**config.mk**
```make
export PLATFORM = sky130hd
export DESIGN_NAME = booth_r4_seq
export DESIGN_NICKNAME = d
export VERILOG_FILES = /design/src/rtl/mult_pkg.sv /design/src/rtl/booth_recoder.sv /design/src/rtl/booth_r4_seq.sv
export SDC_FILE = /design/constraint.sdc
export NUM_CORES = 1
export LEC_CHECK = 0
export ABC_AREA = 1
export CORE_MARGIN = 2
export CORE_UTILIZATION = 35
export CTS_CLUSTER_SIZE = 14
export DETAILED_ROUTE_END_ITERATION = 7
export PLACE_DENSITY = 0.6
export SLEW_MARGIN = 0
export SYNTH_ARGS = -nofsm -noshare
export SYNTH_HDL_FRONTEND = slang
export SYNTH_SLANG_ARGS = --single-unit
```
**constraint.sdc**
```tcl
create_clock -name clock -period 2.9 [get_ports clock]
set_clock_uncertainty 0.1 [all_clocks]
set_input_delay 0.58 -clock clock [delete_from_list [all_inputs] [get_ports clock]]
set_output_delay 0.58 -clock clock [all_outputs]
set_load 0.03 [all_outputs]
```
**src/rtl/mult_pkg.sv**
```systemverilog
// Shared definitions for the multiplier datapath: mux select codes,
// controller state encoding and the default operand width.
package mult_pkg;

  localparam int N_DEFAULT = 8;

  localparam logic [2:0] OP_ZERO   = 3'd0;
  localparam logic [2:0] OP_POS_M  = 3'd1;
  localparam logic [2:0] OP_POS_2M = 3'd2;
  localparam logic [2:0] OP_NEG_M  = 3'd3;
  localparam logic [2:0] OP_NEG_2M = 3'd4;

  typedef enum logic [1:0] {
    IDLE = 2'd0,
    RUN  = 2'd1,
    DONE = 2'd2
  } state_t;

endpackage

```
**src/rtl/booth_recoder.sv**
```systemverilog
// Radix-4 Booth recoder: maps a 3-bit multiplier window {q[i+1], q[i], q[i-1]}
// onto the mux_five_to_one select code.
module booth_recoder
  import mult_pkg::*;
(
  input  logic [2:0] window,
  output logic [2:0] op
);

  always_comb begin
    op = OP_ZERO;
    case (window)
      3'b000:  op = OP_ZERO;
      3'b001:  op = OP_POS_M;
      3'b010:  op = OP_POS_M;
      3'b011:  op = OP_POS_2M;
      3'b100:  op = OP_NEG_2M;
      3'b101:  op = OP_NEG_M;
      3'b110:  op = OP_NEG_M;
      3'b111:  op = OP_ZERO;
      default: op = OP_ZERO;
    endcase
  end

endmodule

```
**src/rtl/booth_r4_seq.sv**
```systemverilog
// Sequential radix-4 Booth signed multiplier controller and accumulator.
// Optional macro BOOTH_EARLY_EXIT_EN ends RUN once all remaining digits are zero.
module booth_r4_seq
  import mult_pkg::*;
#(
  parameter int N = N_DEFAULT
) (
  input  logic           clock,
  input  logic           reset_n,
  input  logic           start,
  input  logic [N-1:0]   multiplicand,
  input  logic [N-1:0]   multiplier,
  input  logic [2*N-1:0] saida,
  output logic [2:0]     op,
  output logic [N-1:0]   multiplicand_q,
  output logic           busy,
  output logic           done,
  output logic [2*N-1:0] product,
  output logic [1:0]     state
);

  localparam int CNT_W = (N / 2 > 1) ? $clog2(N / 2) : 1;
  localparam logic [CNT_W-1:0] CNT_LAST = CNT_W'(N / 2 - 1);

  state_t state_q;
  state_t state_d;

  logic [N:0]       qreg;
  logic [N:0]       qreg_shift;
  logic [2*N-1:0]   acc;
  logic [2*N-1:0]   acc_next;
  logic [2*N-1:0]   saida_weighted;
  logic [CNT_W-1:0] cnt;
  logic [2:0]       rec_op;
  logic             finish;

  booth_recoder u_recoder (
    .window (qreg[2:0]),
    .op     (rec_op)
  );

  // Digit cnt carries weight 4^cnt, so the partial product shifts by 2*cnt.
  assign saida_weighted = saida << {cnt, 1'b0};
  assign acc_next       = acc + saida_weighted;
  assign qreg_shift     = $signed(qreg) >>> 2;

`ifdef BOOTH_EARLY_EXIT_EN
  // A uniform remaining qreg only yields 000/111 windows, i.e. zero digits.
  assign finish = (cnt == CNT_LAST) || (&qreg_shift) || (~|qreg_shift);
`else
  assign finish = (cnt == CNT_LAST);
`endif

  always_ff @(posedge clock or negedge reset_n) begin
    if (!reset_n) begin
      state_q <= IDLE;
    end else begin
      state_q <= state_d;
    end
  end

  always_comb begin
    state_d = state_q;
    case (state_q)
      IDLE:    if (start) state_d = RUN;
      RUN:     if (finish) state_d = DONE;
      DONE:    state_d = IDLE;
      default: state_d = IDLE;
    endcase
  end

  always_ff @(posedge clock or negedge reset_n) begin
    if (!reset_n) begin
      multiplicand_q <= '0;
      qreg           <= '0;
      acc            <= '0;
      cnt            <= '0;
      product        <= '0;
    end else begin
      case (state_q)
        IDLE: begin
          if (start) begin
            multiplicand_q <= multiplicand;
            qreg           <= {multiplier, 1'b0};
            acc            <= '0;
            cnt            <= '0;
          end
        end
        RUN: begin
          acc  <= acc_next;
          qreg <= qreg_shift;
          cnt  <= cnt + 1'b1;
          if (finish) begin
            product <= acc_next;
          end
        end
        default: ;
      endcase
    end
  end

  assign op    = (state_q == RUN) ? rec_op : OP_ZERO;
  assign busy  = (state_q == RUN);
  assign done  = (state_q == DONE);
  assign state = state_q;

endmodule

```
======== Word-level counts from Yosys, hierarchy flattened ========
Memory sizes are Yosys's and may differ from the RTL's.
Index checks and enable logic that the tools add are counted.
storage, ports and cells
  flip-flop bits (word level) ............. 53
  bits in latches ......................... 0
  memory bits (writable) .................. 0
  memory bits (read-only) ................. 24
  input bits .............................. 35
  output and inout bits ................... 31
  logic and storage cells ................. 34
  memories ................................ 1
cells by class
  add/sub/neg operators ................... 2
  $mul .................................... 0
  divide/modulo/power cells ............... 0
  order comparisons ....................... 0
  equality and inequality tests ........... 5
  shifts and indexed selects .............. 1
  mux-type cells .......................... 10
  bitwise logic cells ..................... 1
  reductions and logical operators ........ 7
memory list
  memory            words  bits a word  rd ports  clocked after memory_dff  write ports  line                 RTL
  (name not given)  8      3            1         0                         0            booth_recoder.sv:12  case (window)
operators with widths
  kind                                                   number
  one-hot mux 16 bit (2 select lines)                    1
  one-hot mux 9 bit (2 select lines)                     1
  adder 16 bit                                           1
  2-to-1 mux 16 bit                                      1
  << shifter 16 x 3 -> 16 bit                            1
  2-to-1 mux 9 bit                                       1
  one-hot mux 2 bit (2 select lines)                     2
  AND reduction 2 bit                                    4
  2-to-1 mux 2 bit                                       3
  equality test 2 bit, second input constant             2
  2-to-1 mux 3 bit                                       1
  AND reduction 3 bit                                    1
  adder 2 x 1 -> 2 bit, second input constant            1
  equality test 2 x 1 -> 1 bit, second input constant    1
  zero test 2 bit                                        1
  inequality test 2 x 1 -> 1 bit, second input constant  1
  inequality test 2 bit, second input constant           1
  nonzero test 2 bit                                     1
  NOT 1 bit                                              1

======== Longest topological paths before layout ========
Gate-level depths: netlist of run 1.
  word-level depth ........................ 3
  depth in mapped cells ................... 16
  gate-level depth less buffers ........... 14

======== Hierarchy ========
From an unflattened synthesis of run 1, not the netlist that was laid out.
unflattened totals
  cell total of the unflattened synthesis .. 469
  area total of the unflattened synthesis .. 3369.5 um^2
modules (own cells, without submodules)
  module         times used  cells an instance  area an instance (um^2)  sequential area each (um^2)
  booth_r4_seq   1           459                3314.4                   1326.3
  booth_recoder  1           10                 55.1                     0.0

======== Worst setup path before layout of run 1 ========
Ideal clock, no wire load.
  kind .................................... flip-flop to output port
  start ................................... reg state_q[0], in the netlist state[0]
  end ..................................... out op[1]
  arrival time ............................ 1.554 ns
  data required time ...................... 2.220 ns
  slack ................................... 0.666 ns
  cell stages (with the launch flop) ...... 6
  buffers on the path ..................... 1
  cell sequence ........................... dfrtp_1 -> nand2_2 -> inv_2 -> buf_2 -> o21ai_0 -> a21oi_1
between the ends
  cells in the longest elaborated chain, start to end .. 2
RTL lines
  element                       line                 RTL
  from (decl)                   booth_r4_seq.sv:25   state_t state_q;
  from (signal assigned)        booth_r4_seq.sv:58   state_q <= state_d;
  equality test 2 x 1 -> 1 bit  booth_r4_seq.sv:102  assign op = (state_q == RUN) ? rec_op : OP_ZERO;
  2-to-1 mux 3 bit              booth_r4_seq.sv:102
  to (decl)                     booth_r4_seq.sv:14   output logic [2:0] op,
Every way passes these cells.

======== Worst setup path in the final report of run 1 ========
  start ................................... reg state_q[1], in the netlist state[1]
  end ..................................... out op[1]
Same word-level chain as after synthesis.

==> results by group, run 1 <==
Die
  – Initial core utilization: 35.9%
  – Die height: between 100 and 150 µm
  – Die Width: approximately 100 µm
  – Die area: ~10000 µm²
  – Core area: 9240 µm²
  – Top-Level Pins: 66
  – Cell Rows: 35

Detailed routing
  – Final WL: between 8000 and 9000 µm
  – Starting DRC count in detailed routing: approximately 170
  – Vias per cell: around 4.7
  – Pre-antenna DRT Iters: 4
  – Via count: between 3k and 4k
  – WL/cell: between 10 and 15 µm
  – DRC Markers: 0
  – Routed Antenna Nets: 0

Timing
  – Final hold slack: approximately 0.16 ns
  – Ratio of final minimum period to clock period: 94.2%
  – Worst-Margin Slew: roughly 0.44 ns
  – Min Tclk post-route: between 2 and 3 ns
  – RSZ-0062 raised after global routing: false
  – Max_slew headroom: between 70% and 80%
  – Setup Total Neg Slack: 0 ns
  – # setup viols final: 0
  – Fin. max-slew vios: 0
  – Final Hold Fails: 0
  – Fmax: 0.366 GHz

Placed design
  – Dpl hpwl: 6400 µm
  – RePlAce Congestion: between 0.8 and 0.9
  – IO Port Bufs: 65

Synth
  – Synth cell types: 32
  – Number of enable flip-flop cells after synthesis: 0
  – Synth area leaders: dfrtp_1 (40%), nand2_1 (21%), ha_1 (6.8%)
  – Share of the yosys chip area belonging to registers: approximately 40%
  – Synthesized Nets: 514
  – Mapped Cells: 460
  – YS warnings: 0
  – Post-synth top area share: between 30% and 40%
  – Ys async rst share: 100%
  – Mapped Area: between 3000 and 4000 µm²
  – Synth top cells by count: nand2_1 (184), dfrtp_1 (53), inv_1 (49)
  – Most frequent cell after synthesis: nand2_1
  – Synthesized area per cell: 7.21 µm²
  – Most frequently used flop master after synthesis: dfrtp_1
  – FF+latch count, synth: 53
  – Area leader, netlist: dfrtp_1

Setup path
  – Critical Path Stages: 6
  – Critical Path Start Type: register
  – CP endpoint kind: primary output
  – Crit path arrival time: between 2 and 2.5 ns
  – CP endpoint: op[1]
  – Worst-path fanout max: 14
  – Worst path required time: 2.22 ns
  – RR Endpoint: product[12]$_DFFE_PN0P_
  – Crit-path max cell delay: approximately 0.68 ns
  – Class of the most critical setup path: reg -> out
  – Reg-to-reg startpoint: cnt[0]$_DFFE_PN0P_
  – CP Buf/Inv Count: 3
  – CP startpoint: state[1]$_DFFE_PN0P_
  – CP Cell Sequence: inv_2 > nand2_2 > inv_2 > o21ai_0 > a21oi_1 > clkdlybuf4s50_1
  – Worst R2R Setup Slack: around 0.36 ns
  – Top cell family by delay on the critical path: buffers and inverters
  – Register-to-Register Path Depth: 13
  – CP dominant cell by count: inv_2
  – Slowest cell on crit path: clkdlybuf4s50_1

Power
  – Static leakage: about 2.2 nW
  – Power Density: ~1300 nW/µm²
  – VDD IR max: roughly 560 µV

Clock tree
  – Hold buffer count at CTS: 0
  – Post-cts sizing count: 0
  – Worst skew pair latency: approximately 0.31 ns
  – Clk slew on worst S/H paths: ~0.10 ns
  – Sink Count: between 50 and 60
  – Number of H-tree levels: 2
  – CTS max path bufs: 2
  – Postcts setup bufs: 0
  – CTS Root Cell: clkbuf_8
  – Total CTS buffers: 5
  – CTS tree: built

Global routing
  – All-layer global routing usage: 17.9%
  – Global-route wire length before repair: 14600 µm
  – Global route overflow: 0
  – Vias in the first global route: 3106
  – Initial antenna violation count: 0
  – Largest net degree at the start of global routing: 54

Finish
  – Layout cells sized above 1: roughly 4.8%
  – Post-layout nets: between 500 and 600
  – Diode count: 0
  – Synthesis-to-layout area growth: 26.9%

Min path
  – Tightest Hold Check Type: in -> async

Outcome
  – Status: finished, final reports clean

Job
  – Max-cap violation count: 0
-- worst min-delay path by stage --
stage | startpoint | endpoint | slack (ns)
after floorplan | reset_n | acc[0]$_DFFE_PN0P_ | 0.18
after global placement | multiplicand_q[1]$_DFFE_PN0P_ | multiplicand_q[1]$_DFFE_PN0P_ | 0.35
after detailed placement | qreg[8]$_DFFE_PN0P_ | qreg[8]$_DFFE_PN0P_ | 0.36
after CTS | reset_n | multiplicand_q[5]$_DFFE_PN0P_ | 0.17
after global routing | reset_n | qreg[7]$_DFFE_PN0P_ | 0.18
final | reset_n | qreg[5]$_DFFE_PN0P_ | 0.16
-- metrics by stage --
step                      std cells  power, mW  worst slack (ns)  utilization [%]  instance area (µm²)
final                           654       5.59             0.168             45.6                 4210
after global routing            654       6.18            0.0290             45.6                 4210
after CTS                       654       5.63             0.155             45.6                 4210
after detailed placement        646       5.09            0.0571             44.4                 4100
after global placement          646       5.03            0.0442             44.4                 4100
after floorplan                 460       4.02             0.666                -                 3320
-- state kept, by name, indices dropped and copies added, names as in the netlist --
name,flops
acc,16
state,2
cnt,2
multiplicand_q,8
product,16
qreg,9
-- worst reg2reg max path: stages, from the launching register on --
cell,delay [ns]
dfrtp_1,0.49
buf_4,0.26
mux2i_1,0.21
inv_1,0.07
nor2_1,0.10
a31oi_1,0.07
ha_1,0.40
nand2_1,0.14
nor2_1,0.17
nand3_1,0.14
nand3_1,0.10
nand2_1,0.07
nand3_1,0.08
nand2_1,0.05
-- cell usage in the layout, fill, tap and decap left out, types with 3 or more instances in the layout --
| cell | netlist | routed |
|---|---|---|
| nand3b_1 | 4 | 4 |
| o21ai_0 | 27 | 27 |
| nand2_2 | 3 | 3 |
| o211ai_1 | 3 | 3 |
| nor2_1 | 18 | 18 |
| mux2i_1 | 8 | 8 |
| a21oi_1 | 16 | 16 |
| dfrtp_1 | 53 | 53 |
| xor2_1 | 3 | 3 |
| a22o_1 | 3 | 3 |
| nand2_1 | 184 | 184 |
| buf_4 | 4 | 5 |
| inv_2 | 5 | 5 |
| inv_1 | 49 | 49 |
| nand3_1 | 33 | 33 |
| ha_1 | 18 | 18 |
| nor3_1 | 4 | 4 |
| or2_1 | 4 | 4 |
| clkbuf_8 | 0 | 5 |
| clkdlybuf4s50_1 | 0 | 64 |
-- metal layers --
layer | routed length, µm | up-vias | GRT usage (%) | part of all wire (%)
li1 | - | 1584 | - | -
met1 | 4300 | 1400 | 25.3 | 50
met2 | 3900 | 64 | 28.1 | 45
met3 | 326 | 8 | 2.97 | 3.8
met4 | 125 | 0 | 5.72 | 1.4
met5 | 0 | - | 0 | 0
-- logic make-up after synthesis --
kind of cell,count (synthesis),synth area share [%]
xor gates and xnor gates,4,1.06
DFF,53,40.0
AOI/OAI and AO/OA,53,8.71
adders and majority gates,19,7.39
buffers and inverters,69,8.75
muxes,8,2.41
and+or+nand+nor,254,31.7
-- power by group --
part	internal (mW)	switching (mW)	leakage [nW]
clock network	0.260	0.260	0.0554
registers	1.11	0.208	0.654
logic	1.41	2.34	1.49
-- layout make-up --
type,count,area [µm²]
fill,912,5030
multi-input combinational,338,1700
sequential,53,1330
timing repair buffer,71,703
inverter,55,206
tap,129,161
clock buffer,6,72.6
clock inverter,2,38.8
Power figures use the tool's default switching activity.
==> run 2: changes to the inputs <==
clock period = 3.1 ns   (was 2.9 ns; I/O delays follow)
==> run 2 against run 1 <==
Setup slack gained 0.21 ns; wire length increased by 0.90%; power fell by 7.4%; non-clock buffer count did not move; combinational power shrank 6.1%; design area shrank 0.39%; via count rose by 1.8%; worst hold slack better by 0.029 ns; sequential cell count stayed put; global-route usage is 0.33 points higher; critical endpoint unchanged; critical path depth is the same; sequential share of layout area up 0.12 points; largest power group unchanged.
==> results by group, run 2 (synthesis gave the netlist of run 1 again) <==
Detailed routing
  – Routed Antenna Nets: 0
  – DRC Markers: 0
  – Starting DRC count in detailed routing: 180
  – Vias per cell: about 4.8
  – Pre-antenna DRT Iters: 5
  – Via count: about 3.1k
  – WL/cell: around 13 µm
  – Final WL: 8720 µm

Min path
  – Tightest Hold Check Type: in -> async

Clock tree
  – Number of H-tree levels: 2
  – CTS max path bufs: 2
  – Postcts setup bufs: 0
  – Post-cts sizing count: 0
  – Clk slew on worst S/H paths: ~0.11 ns
  – Total CTS buffers: 5
  – CTS Root Cell: clkbuf_8
  – Worst skew pair latency: roughly 0.32 ns
  – Sink Count: 53
  – Hold buffer count at CTS: 0
  – CTS tree: built

Setup path
  – RR Endpoint: product[7]$_DFFE_PN0P_
  – Crit-path max cell delay: between 0.6 and 0.7 ns
  – Reg-to-reg startpoint: cnt[0]$_DFFE_PN0P_
  – CP endpoint kind: primary output
  – Crit path arrival time: approximately 2.0 ns
  – Register-to-Register Path Depth: 11
  – Worst path required time: ~2.4 ns
  – Slowest cell on crit path: clkdlybuf4s50_1
  – Critical Path Start Type: register
  – Worst-path fanout max: 14
  – CP Cell Sequence: inv_2 > nand2_2 > inv_2 > o21ai_0 > a21oi_1 > clkdlybuf4s50_1
  – Worst R2R Setup Slack: 0.58 ns
  – Class of the most critical setup path: reg -> out
  – CP dominant cell by count: inv_2
  – Top cell family by delay on the critical path: buffers and inverters
  – CP Buf/Inv Count: 3

Power
  – Power Internal: between 2 and 3 mW
  – Switching power: 2.66 mW
  – Switch share: between 50% and 60%
  – Clk pwr share: 8.2%
  – PnR Total Power: about 5.2 mW
  – VDD IR max: just under 500 µV
  – Power Density: between 1000 and 1500 nW/µm²
  – Static leakage: between 2 and 2.5 nW
  – Sequential fraction of design power: 23.7%
  – Combinational power share: roughly two thirds

Die
  – Core area: about 9200 µm²
  – Initial core utilization: between 30 and 40%
  – Die height: between 100 and 150 µm
  – Top-Level Pins: 66
  – Die area: around 10000 µm²
  – Cell Rows: 35
  – Die Width: roughly 100 µm

Placed design
  – RePlAce Congestion: between 0.9 and 1
  – IO Port Bufs: 65
  – Pre-CTS WS: roughly 0.24 ns
  – Dpl hpwl: around 6400 µm

Finish
  – Post-layout nets: just under 600
  – Commonest non-fill, non-tap cells in the layout: nand2_1 (184), clkdlybuf4s50_1 (64), dfrtp_1 (53)
  – Diode count: 0
  – Synthesis-to-layout area growth: 26.4%
  – Layout cells sized above 1: under 10%
  – Commonest non-fill, non-tap cell in the layout: nand2_1
  – Biggest regs: acc: 16 flops, product: 16 flops, qreg: 9 flops
  – # fillers: 934

Global routing
  – Initial antenna violation count: 0
  – All-layer global routing usage: 18.2%
  – Vias in the first global route: 3114
  – Largest net degree at the start of global routing: 54
  – Global-route wire length before repair: around 15000 µm
  – Global route overflow: 0

Outcome
  – Status: finished, final reports clean

Timing
  – Min Tclk post-route: around 2.7 ns
  – Worst setup margin: roughly 0.37 ns
  – # setup viols final: 0
  – Worst-Margin Slew: 0.445 ns
  – Ratio of final minimum period to clock period: between 80 and 90%
  – Max_slew headroom: between 70% and 80%
  – Setup Total Neg Slack: 0 ns
  – RSZ-0062 raised after global routing: false
  – Final Hold Fails: 0
  – Fmax: around 0.37 GHz
  – Fin. max-slew vios: 0

Job
  – Max-cap violation count: 0
## run 2: cell count changes in the layout (fill, tap and decap cells not counted), sizes merged
cell,previous run,this run
inv,54,55
clkinv,2,3
bufinv,1,0
clkbuf,6,5
## run 2: area by class of cell
class / count / area, µm² / share of cell area (%)
multi-input combinational: 338 / 1700 / 40.6
sequential: 53 / 1330 / 31.6
timing repair buffer: 71 / 703 / 16.8
inverter: 55 / 206 / 4.92
tap: 129 / 161 / 3.85
clock buffer: 5 / 68.8 / 1.64
clock inverter: 3 / 26.3 / 0.626
## run 2: through the flow
step / std cells / instance area [µm²] / hold slack (ns) / utilization [%]
after global routing: 654 / 4190 / 0.203 / 45.4
after CTS: 654 / 4190 / 0.189 / 45.4
after detailed placement: 646 / 4100 / 0.359 / 44.4
after floorplan: 460 / 3320 / 0.224 / -
final: 654 / 4190 / 0.186 / 45.4
after global placement: 646 / 4100 / 0.354 / 44.4
## run 2: worst max-delay path by stage
stage,depth (start not counted),endpoint,startpoint,slack (ns)
floorplan,5,op[1],state[0]$_DFFE_PN0P_,0.83
global route,6,op[1],state[1]$_DFFE_PN0P_,0.25
detailed placement,11,acc[7]$_DFFE_PN0P_,saida[2],0.24
CTS,6,op[1],state[1]$_DFFE_PN0P_,0.36
global placement,13,product[7]$_DFFE_PN0P_,saida[0],0.24
finish,6,op[1],state[1]$_DFFE_PN0P_,0.37
## run 2: power by group through the flow
stage          registers [mW]  logic (mW)  clock network (mW)
6_report                 1.23        3.53               0.423
5_1_grt                  1.27        3.99               0.469
4_1_cts                  1.23        3.54               0.440
3_5_place_dp             1.24        3.51                   0
3_3_place_gp             1.24        3.46                   0
2_1_floorplan            1.53        2.24                   0
## run 2: metal layers
layer	vias up	global-route usage [%]	part of all wire, %
met4	0	4.05	0.99
met1	1443	25.1	47
met2	74	30.1	47
met3	7	3.24	4.8
li1	1586	-	-
met5	-	0	0
## run 2: worst register-to-register path: stages, from the launching register on
cell	delay, ns
dfrtp_1	0.43
buf_4	0.25
mux2i_1	0.31
o21ai_0	0.16
ha_1	0.36
nand2_1	0.11
inv_1	0.06
a21oi_1	0.17
nand2_2	0.11
or2_1	0.23
nand3_1	0.07
nand2_1	0.05
==> run 3: changes to the inputs <==
HOLD_SLACK_MARGIN = 0.1   (was unset)
==> results of run 3 <==
No change in the layout: final DEF, timing and power equal those of run 2.
